[config.mk]
export PLATFORM = sky130hd
export DESIGN_NAME = mca_lut_sched
export DESIGN_NICKNAME = d
export VERILOG_FILES = /design/src/rtl/mca_lut_sched.sv
export SDC_FILE = /design/constraint.sdc
export NUM_CORES = 1
export LEC_CHECK = 0
export CORE_MARGIN = 2
export CORE_UTILIZATION = 53
export DETAILED_ROUTE_END_ITERATION = 6
export PLACE_DENSITY = 0.79
export RECOVER_POWER = 50
export SYNTH_ARGS = -nofsm -noshare
export SYNTH_HDL_FRONTEND = slang
export SYNTH_SLANG_ARGS = --single-unit
[constraint.sdc]
create_clock -name clk -period 2.7 [get_ports clk]
set_input_delay 0.81 -clock clk [delete_from_list [all_inputs] [get_ports clk]]
set_output_delay 0.81 -clock clk [all_outputs]
set_load 0.005 [all_outputs]
[src/rtl/mca_lut_sched.sv]
// Scheduler and sample history for the lookahead/lookback LUT4 multi-cycle accumulators.
// Freezes a history snapshot every DOWNSAMPLE samples, launches both banks, then emits their saturated sum.
module mca_lut_sched #(
    parameter int W             = 32,
    parameter int NUM_ADDITIONS = 16,
    parameter int DOWNSAMPLE    = 24,
    parameter int MCA_LATENCY   = 17
) (
    input  logic                       clk,
    input  logic                       resetn,
    input  logic [3:0]                 s_in,
    input  logic                       s_valid,
    output logic                       mca_enable,
    output logic                       mca_start,
    output logic [4*NUM_ADDITIONS-1:0] s_la,
    output logic [4*NUM_ADDITIONS-1:0] s_lb,
    input  logic signed [W-1:0]        res_la,
    input  logic signed [W-1:0]        res_lb,
    output logic signed [W-1:0]        est_out,
    output logic                       est_valid,
    output logic                       busy,
    output logic                       overrun
);
    localparam int HIST = 2 * NUM_ADDITIONS;
    localparam int FW   = $clog2(HIST + 1);
    localparam int SW   = $clog2(DOWNSAMPLE);
    localparam int CW   = $clog2(MCA_LATENCY);

    typedef enum logic [1:0] {IDLE, START, WAIT, COMBINE} state_t;

    // The oldest slot is only ever seen after a shift pushes it out, so only the
    // newest HIST-1 samples are stored; the incoming sample completes the window.
    logic [4*(HIST-1)-1:0] hist_r;
    logic [4*HIST-1:0]     hist_shift_s;
    logic [FW-1:0]         fill_r;
    logic [SW-1:0]         samp_r;
    logic [CW-1:0]         wait_r;
    state_t                state_r;
    logic                  full_s;
    logic                  trigger_s;

    assign hist_shift_s = {hist_r, s_in};
    assign full_s       = (fill_r == FW'(HIST));
    assign trigger_s    = s_valid && full_s && (samp_r == SW'(DOWNSAMPLE - 1));
    assign busy         = (state_r != IDLE);

    function automatic logic signed [W-1:0] sat_add(input logic signed [W-1:0] a,
                                                    input logic signed [W-1:0] b);
        logic [W:0] sum;
        sum = {a[W-1], a} + {b[W-1], b};
        if (sum[W] != sum[W-1]) begin
            sat_add = sum[W] ? {1'b1, {(W-1){1'b0}}} : {1'b0, {(W-1){1'b1}}};
        end else begin
            sat_add = sum[W-1:0];
        end
    endfunction

    // History shift plus fill and decimation counters, running in every state
    always_ff @(posedge clk or negedge resetn) begin
        if (!resetn) begin
            hist_r <= '0;
            fill_r <= '0;
            samp_r <= '0;
        end else if (s_valid) begin
            hist_r <= hist_shift_s[4*(HIST-1)-1:0];
            if (!full_s) begin
                fill_r <= fill_r + FW'(1);
            end else if (samp_r == SW'(DOWNSAMPLE - 1)) begin
                samp_r <= '0;
            end else begin
                samp_r <= samp_r + SW'(1);
            end
        end
    end

    // Launch / wait / combine sequencer with registered outputs
    always_ff @(posedge clk or negedge resetn) begin
        if (!resetn) begin
            state_r    <= IDLE;
            wait_r     <= '0;
            mca_enable <= 1'b0;
            mca_start  <= 1'b0;
            s_la       <= '0;
            s_lb       <= '0;
            est_out    <= '0;
            est_valid  <= 1'b0;
            overrun    <= 1'b0;
        end else begin
            mca_enable <= 1'b1;
            mca_start  <= 1'b0;
            est_valid  <= 1'b0;
            overrun    <= trigger_s && (state_r != IDLE);
            case (state_r)
                IDLE: begin
                    if (trigger_s) begin
                        state_r   <= START;
                        mca_start <= 1'b1;
                        s_la      <= hist_shift_s[4*NUM_ADDITIONS-1:0];
                        s_lb      <= hist_shift_s[4*HIST-1:4*NUM_ADDITIONS];
                    end else begin
                        state_r <= IDLE;
                    end
                end
                START: begin
                    wait_r  <= '0;
                    state_r <= WAIT;
                end
                WAIT: begin
                    if (wait_r == CW'(MCA_LATENCY - 2)) begin
                        state_r <= COMBINE;
                    end else begin
                        wait_r <= wait_r + CW'(1);
                    end
                end
                COMBINE: begin
                    est_out   <= sat_add(res_la, res_lb);
                    est_valid <= 1'b1;
                    state_r   <= IDLE;
                end
                default: begin
                    state_r <= IDLE;
                end
            endcase
        end
    end

endmodule
; Word level (Yosys, flattened, before mapping)
; Cells that the tools add are included.
[op_classes]
n_reduce_logical = 10
mux = 11
n_eq_ne = 9
bitwise_logic = 1
n_addsub = 4
[ops]
columns = op, count
row1 = 32-bit two-way mux, 2
row2 = 32-bit by 32-bit adder with 33-bit output, 1
row3 = "5-bit by 1-bit adder with 5-bit output, second input constant", 2
row4 = 5-bit two-way mux, 2
row5 = 5-bit case mux with 2 select lines, 1
row6 = 2-bit case mux with 4 select lines, 1
row7 = 2-bit AND reduction, 4
row8 = "6-bit by 1-bit adder with 6-bit output, second input constant", 1
row9 = "6-bit equality test, second input constant", 1
row10 = "5-bit by 4-bit equality test with 1-bit output, second input constant", 1
row11 = "5-bit equality test, second input constant", 1
row12 = "2-bit equality test, second input constant", 2
row13 = 1-bit two-way mux, 4
row14 = "2-bit inequality test, second input constant", 2
row15 = 2-bit nonzero test, 2
row16 = 1-bit logical AND, 3
row17 = "2-bit by 1-bit equality test with 1-bit output, second input constant", 1
row18 = 2-bit zero test, 1
row19 = 2-bit two-way mux, 1
row20 = 1-bit inequality test, 1
row21 = 1-bit NOT, 1
[totals]
output_inout_bits = 165
reg_bits = 306

; Logic depth before layout (Yosys ltp)
; Gate-level depths: netlist of the first run.
[depth]
word_depth = 5
ltp_mapped = 12
ltp_nobuf = 11

; Worst setup path after synthesis of the first run
; Ideal clock, no wire load.
[synth_timing]
path_type = input port to flip-flop
from = input port res_la[0]
to = register est_out[25]
n_path_buf = 0
stages = 11
setup_slack_ns = -0.700
arrival_ns = 3.319
setup_time_ns = 0.081
cell_sequence = ha_1 > inv_1 > fa_1 > nand2b_1 > a21oi_1 > o21ba_2 > a21oi_1 > or4_4 > a211oi_4 > and4b_1 > o22ai_2
[synth_via]
elab_chain_len = 3
[synth_rtl]
columns = item, line
row1 = start: declaration, 17  ; input logic signed [W-1:0] res_la,
row2 = 32-bit by 32-bit adder with 33-bit output (*), 50  ; sum = {a[W-1], a} + {b[W-1], b};
row3 = 32-bit two-way mux or 1-bit inequality test (tied branches), "52, 51"
row4 = 32-bit two-way mux (*), 51  ; if (sum[W] != sum[W-1]) begin
row5 = end signal: assignment, 116  ; est_out <= sat_add(res_la, res_lb);
row6 = end: declaration, 19  ; output logic signed [W-1:0] est_out,
; Mark *: on every way between the ends. The rest lies on a longest branch, timed or not.
; A chain may end at the register's enable or synchronous reset.

; Worst setup path after layout of the first run
[layout_timing]
from = input port res_la[0]
to = register est_out[5]
; The elaborated chain is that of the path after synthesis.

==> reports/results.txt, run 1 <==
Post-Synth XOR/XNOR Area: 0.0217
Root Buffer Master: clkbuf_16
n_diodes: 0
CP max stage delay: 440 ps
critical path class: primary input to register
sequential area share after synthesis: 0.558
most common cell after layout, fill and taps aside: nand2_1
GP Congestion: 0.908
drt pass-1 iters: 5
synthesized area per cell: 10.5 um^2
Sw Pwr: 0.00334 W
vias in the first global route: 11100
Nets: 1803
maxcap violations: 2
fmax: 0.359 GHz
Cells after Synth: 1312
Initial Utilization: 0.542
combinational share of power: 0.184
P_leak: 9.31 nW
HP Class: register to register
largest net degree at the start of global routing: 129
Rows: 58
Initial DRC Count: 638
main combinational cell family by area after synthesis: simple AND/OR/NAND/NOR gates
worst skew pair latency: 560 ps
CP Cell Sequence: buf_6 > ha_4 > inv_2 > fa_2 > nand2b_4 > a21oi_4 > o21ba_4 > a21oi_2 > or4_4 > a211oi_4 > buf_12 > clkbuf_16 > nor2_1 > o22ai_2
Wirelength per Cell: 17.6 um
ys async rst share: 1.00
PwrDens: 647 nW/um^2
vias per std cell: 5.28
fill count: 1693
RSZ-0062 raised after global routing: true
DP HPWL: 24400 um
Hold Fails Final Rpt: 0
die area: 27200 um^2
Worst Skew: 20.7 ps
delay-heaviest family, CP: compound AO/OA/AOI/OAI gates
Synth Area in Compound Gates: 0.0775
prevailing post-synth register cell: dfrtp_1
drc violations: 0
final period utilization: 1.03
actual slew at the worst max-slew pin: 1830 ps
Placed Cells: 1957
Total Routing Usage GR: 0.265
final setup fails: 24
detailed-route via count: 10800
Tmin final: 2780 ps
Sw Share: 0.269
number of max-slew violations in the final report: 192
Area growth syn-to-layout: 39.5%
clock share of power: 0.328
Crit-path slowest cell: or4_4
status: finished, violations left
final wirelength: 36000 um
Post-Syn Nets: 1425
CTS tree: yes
fin worst setup slack: -82.0 ps
setup_tns: -750 ps
first-pass GRT wire length: 56900 um
Worst Setup End Kind: register
crit path buf inv count: 4
Clock Sinks: 306
Ys Warns: 0
Internal Pwr Total: 0.00905 W
Flop pwr share: 0.488
Simple-Gate Fraction of Synth Area: 0.163
Core ar.: 25300 um^2
critical path launch point type: primary input
die height: 165 um
hold_ws: 468 ps
commonest non-fill, non-tap cells in the layout: nand2_1, dfrtp_1, clkdlybuf4s50_1, buf_4, mux2_2
Crit Path Max Fanout: 7
Clock Pin Slew Worst Setup and Hold Paths: 60 ps
io pins: 236
adder-cell share of the synthesized area: 0.0388
Die Wd: 165 um
count of cell types in the netlist: 64
synthesized area: 13700 um^2
maximum buffer depth of the clock tree: 3
Post-synth EDFFs: 0
CTS buffer count: 29
Antenna Violating Nets Remaining: 0
Worst VDD drop: 0.546 mV
port buffer count: 235
initial antenna violation count: 0
post-route insts no fill: 2043
post-synthesis mux area share: 0.106
layout cells sized above 1: 0.273
Slew headroom: -0.219
Critical Path RT: 3160 ps
synthesis-stage register bit count: 306
CTS HTree Levels: 1
GRT overflow: 0
Data arrival, critical path: 3240 ps
Setup WS pre-CTS: -1030 ps
failing checks: capacitance limit, slew limit, setup timing
Finished Core Util: 0.756
==> synth_stat cells (7+ instances only) <==
library cell  count  area share
dfrtp_1         306        0.56
ha_1             41       0.037
nand4_1           9      0.0041
and3_1            7      0.0032
nand2b_1          7      0.0032
mux2_2          127        0.10
xor2_1            8      0.0051
a211oi_1          9      0.0049
buf_2            20      0.0073
a21oi_1          39       0.014
nor3_1           12      0.0044
inv_1            49       0.013
o21ai_0          20      0.0073
o22ai_2          20       0.018
nand2_1         419        0.11
clkbuf_1         38       0.010
o22ai_1           8      0.0036
nand3_1          12      0.0044
xnor2_1          26       0.017
nor2_1           56       0.015
==> final cells by class <==
class / count / area (um^2) / area share
clock buffers: 42 / 865 / 0.0452
repair buffers: 409 / 3710 / 0.194
inverters: 50 / 190 / 0.00994
clock inverters: 12 / 103 / 0.00536
multi-input cells: 894 / 6200 / 0.324
well taps: 330 / 413 / 0.0216
flip-flops and latches: 306 / 7660 / 0.400
==> path summary, 6_finish.rpt <==
kind | start | end | slack, ps | cells after the start
max reg2reg | fill_r[3]$_DFFE_PN0P_ | s_lb[11]$_DFFE_PN0P_ | 140 | 8
min reg2reg | hist_r[120]$_DFFE_PN0P_ | s_lb[60]$_DFFE_PN0P_ | 470 | 2
max | res_la[0] | est_out[5]$_DFFE_PN0P_ | -80 | 14
min | hist_r[120]$_DFFE_PN0P_ | s_lb[60]$_DFFE_PN0P_ | 470 | 2
max in group asynchronous | resetn | hist_r[108]$_DFFE_PN0P_ | 460 | 2
min in group asynchronous | resetn | est_out[11]$_DFFE_PN0P_ | 660 | 1
==> per-layer routing <==
layer	vias up	track usage	share of wire
met3	57	0.0502	0.053
met5	-	0	0
met2	267	0.450	0.49
met1	5337	0.348	0.43
li1	5134	-	-
met4	0	0.0791	0.025
==> state kept, by name (all words and copies together), names as in the netlist <==
register,cells
est_out,32
state_r,2
est_valid,1
s_la,64
mca_enable,1
overrun,1
hist_r,124
mca_start,1
samp_r,5
fill_r,6
s_lb,64
wait_r,5
==> through the flow <==
stage,area [um^2],power [W]
floorplan,13800,0.00721
global placement,17500,0.00807
detailed placement,17500,0.00819
CTS,19100,0.0124
global route,19100,0.0130
finish,19100,0.0124
==> cell families (layout without fill, tap and decap cells) <==
group                      count (synthesis)  after routing
muxes                                    130            130
and+or+nand+nor                          543            543
adders and majority gates                 42             42
other                                      1              1
buffers and inverters                    112            513
xor gates and xnor gates                  34             34
DFF                                      306            306
AOI/OAI and AO/OA                        144            144
==> timing repair <==
action,CTS,global route
pin swaps,49,25
gates resized for setup,142,25
setup buffers,22,8
cloned,2,1
setup endpoints to repair,32,31
hold buffers,0,0
==> worst register-to-register path: stages, from the launching register on <==
cell and delay [ps]:
dfrtp_1 420, nor4b_1 410, and3_1 330, and3_1 230, nor3b_2 310, nand2_4 190
buf_4 310, nand2_1 160, nand2_1 70
==> power by group through the flow <==
stage / Combinational [W] / Sequential, W / Clock [W]
CTS: 0.00225 / 0.00606 / 0.00413
floorplan: 0.00136 / 0.00586 / 0
global placement: 0.00201 / 0.00607 / 0
finish: 0.00228 / 0.00605 / 0.00406
detailed placement: 0.00208 / 0.00611 / 0
global route: 0.00248 / 0.00617 / 0.00431
Note: power is estimated with default switching activity, not from simulation.
==> run 2, diff against run 1 <==
Settings changed: CORE_ASPECT_RATIO from default to 0.75, SKIP_LAST_GASP from default to 1.
==> run 2 against run 1 <==
  * The flow still finishes with violations (capacitance limit, slew limit, setup timing)
  * Sequential power is essentially flat
  * Final cell count up 0.49%
  * Clock power up 12%
  * Cell area grew 1.8%
  * Worst setup slack worse by 24 ps
  * Power increased by 4.1%
==> reports/results.txt, run 2 (same netlist as run 1, synthesis figures left out) <==
status: finished, violations left
failing checks: capacitance limit, slew limit, setup timing
layout cells sized above 1: 0.282
vias per std cell: 5.45
Wirelength per Cell: 18.5 um
number of max-slew violations in the final report: 129
top flop regs: hist_r: 124 flops, s_la: 64 flops, s_lb: 64 flops
Placed Area: 17500 um^2
GRT overflow: 0
maxcap violations: 1
Design Power: 0.0129 W
first-pass GRT wire length: 59300 um
Worst Setup End Kind: register
Initial Utilization: 0.544
fin worst setup slack: -106 ps
P_leak: 9.55 nW
critical path launch point type: primary input
Nets: 1803
CTS tree: yes
Worst Setup SP: res_lb[8]
die height: 143 um
fmax: 0.356 GHz
CTS HTree Levels: 1
detailed-route via count: 11200
n_diodes: 0
CP max stage delay: 440 ps
largest net degree at the start of global routing: 129
Root Buffer Master: clkbuf_16
post-route cell area: 19500 um^2
fill count: 1558
Crit Path Max Fanout: 8
hold_ws: 473 ps
most common cell after layout, fill and taps aside: nand2_1
setup_tns: -1500 ps
CP Cell Sequence: dlygate4sd2_1 > ha_4 > and2_4 > o2111ai_1 > o21ba_4 > a21oi_4 > or4_4 > a211oi_4 > buf_4 > clkbuf_16 > nor2_1 > o22ai_2
Largest Register: hist_r
Clock Pin Slew Worst Setup and Hold Paths: 60 ps
CTS buffer count: 31
Die Wd: 190 um
RSZ-0062 raised after global routing: true
final period utilization: 1.04
DP HPWL: 24800 um
port buffer count: 235
Setup WS pre-CTS: -1080 ps
Tmin final: 2810 ps
Clock Sinks: 306
Rows: 50
final setup fails: 25
critical path class: primary input to register
r2r startpoint: fill_r[3]$_DFFE_PN0P_
worst hold start: s_la[0]$_DFFE_PN0P_
final wirelength: 38000 um
actual slew at the worst max-slew pin: 1800 ps
die area: 27200 um^2
Total Routing Usage GR: 0.273
Worst VDD drop: 0.541 mV
Area growth syn-to-layout: 42.0%
Initial DRC Count: 649
io pins: 236
delay-heaviest family, CP: compound AO/OA/AOI/OAI gates
drc violations: 0
GP Congestion: 0.941
Hold Fails Final Rpt: 0
Slew headroom: -0.203
maximum buffer depth of the clock tree: 3
Core ar.: 25200 um^2
drt pass-1 iters: 5
Critical Path RT: 3180 ps
Worst Skew: 17.1 ps
Crit-path slowest cell: or4_4
initial antenna violation count: 0
Antenna Violating Nets Remaining: 0
crit path buf inv count: 3
commonest non-fill, non-tap cells in the layout: nand2_1, dfrtp_1, clkdlybuf4s50_1, buf_4, mux2_2
max FFs per register: 124
hold_buf cts: 0
vias in the first global route: 11300
HP Class: register to register
PwrDens: 661 nW/um^2
worst skew pair latency: 560 ps
Data arrival, critical path: 3280 ps
==> run 2: cell types whose count changed in the layout (fill, tap and decap cells not counted), moves of 4 or more <==
| cell | before | now |
|---|---|---|
| dlygate4sd2_1 | 50 | 21 |
| dlymetal6s2s_1 | 0 | 22 |
| clkbuf_8 | 9 | 5 |
| inv_6 | 0 | 5 |
| clkdlybuf4s15_1 | 4 | 11 |
| nor2_1 | 50 | 46 |
==> run 2: layer usage <==
metal / part of all wire / GRT usage / vias to the layer above
met5: 0 / 0 / -
met4: 0.036 / 0.0898 / 0
met3: 0.053 / 0.0320 / 82
met2: 0.46 / 0.433 / 375
met1: 0.45 / 0.396 / 5599
li1: - / - / 5140
==> run 2: stage by stage <==
| step | std cells | util |
|---|---|---|
| 2_1_floorplan | 1312 | - |
| 3_3_place_gp | 1959 | 0.694 |
| 3_5_place_dp | 1959 | 0.694 |
| 4_1_cts | 2035 | 0.752 |
| 5_1_grt | 2053 | 0.773 |
| 6_report | 2053 | 0.773 |
==> run 2: final timing paths <==
| check | endpoint | slack [ps] | cells after the start |
|---|---|---|---|
| setup / recovery | est_out[11]$_DFFE_PN0P_ | -110 | 12 |
| hold / removal | s_la[0]$_DFFE_PN0P_ | 470 | 2 |
| setup reg to reg | s_la[48]$_DFFE_PN0P_ | 280 | 9 |
| hold reg to reg | s_la[0]$_DFFE_PN0P_ | 470 | 2 |
| max in group asynchronous | s_lb[36]$_DFFE_PN0P_ | 470 | 2 |
| min in group asynchronous | samp_r[2]$_DFFE_PN0P_ | 590 | 1 |
==> run 2: worst reg2reg max path, stage by stage, from the launching register on <==
cell	delay, ps
dfrtp_1	430
nor4b_1	400
and3_1	220
and3_1	200
nor3b_2	290
nand2_4	130
inv_4	260
buf_12	230
nand2_1	110
nand2_1	80
==> run 2: power breakdown <==
part	internal, W	switching (W)	total [W]
sequential	0.00538	0.000677	0.00606
clock	0.00265	0.00188	0.00453
combinational	0.00133	0.000971	0.00230
total	0.00936	0.00353	0.0129
==> run 2: final cells by class <==
cell class,count,area (um^2),share of cell area
inverters,50,190,0.00976
multi-input cells,894,6330,0.325
clock inverters,20,231,0.0119
repair buffers,407,3800,0.195
well taps,338,423,0.0217
flip-flops and latches,306,7660,0.393
clock buffers,38,852,0.0437
==> run 2: timing repair <==
| item | 4_1_cts | 5_1_grt |
|---|---|---|
| gates cloned | 0 | 3 |
| pin swaps | 34 | 49 |
| setup endpoints to repair | 33 | 32 |
| hold endpoints to repair | 0 | 0 |
| setup buffers | 19 | 15 |
| resized for setup | 98 | 107 |
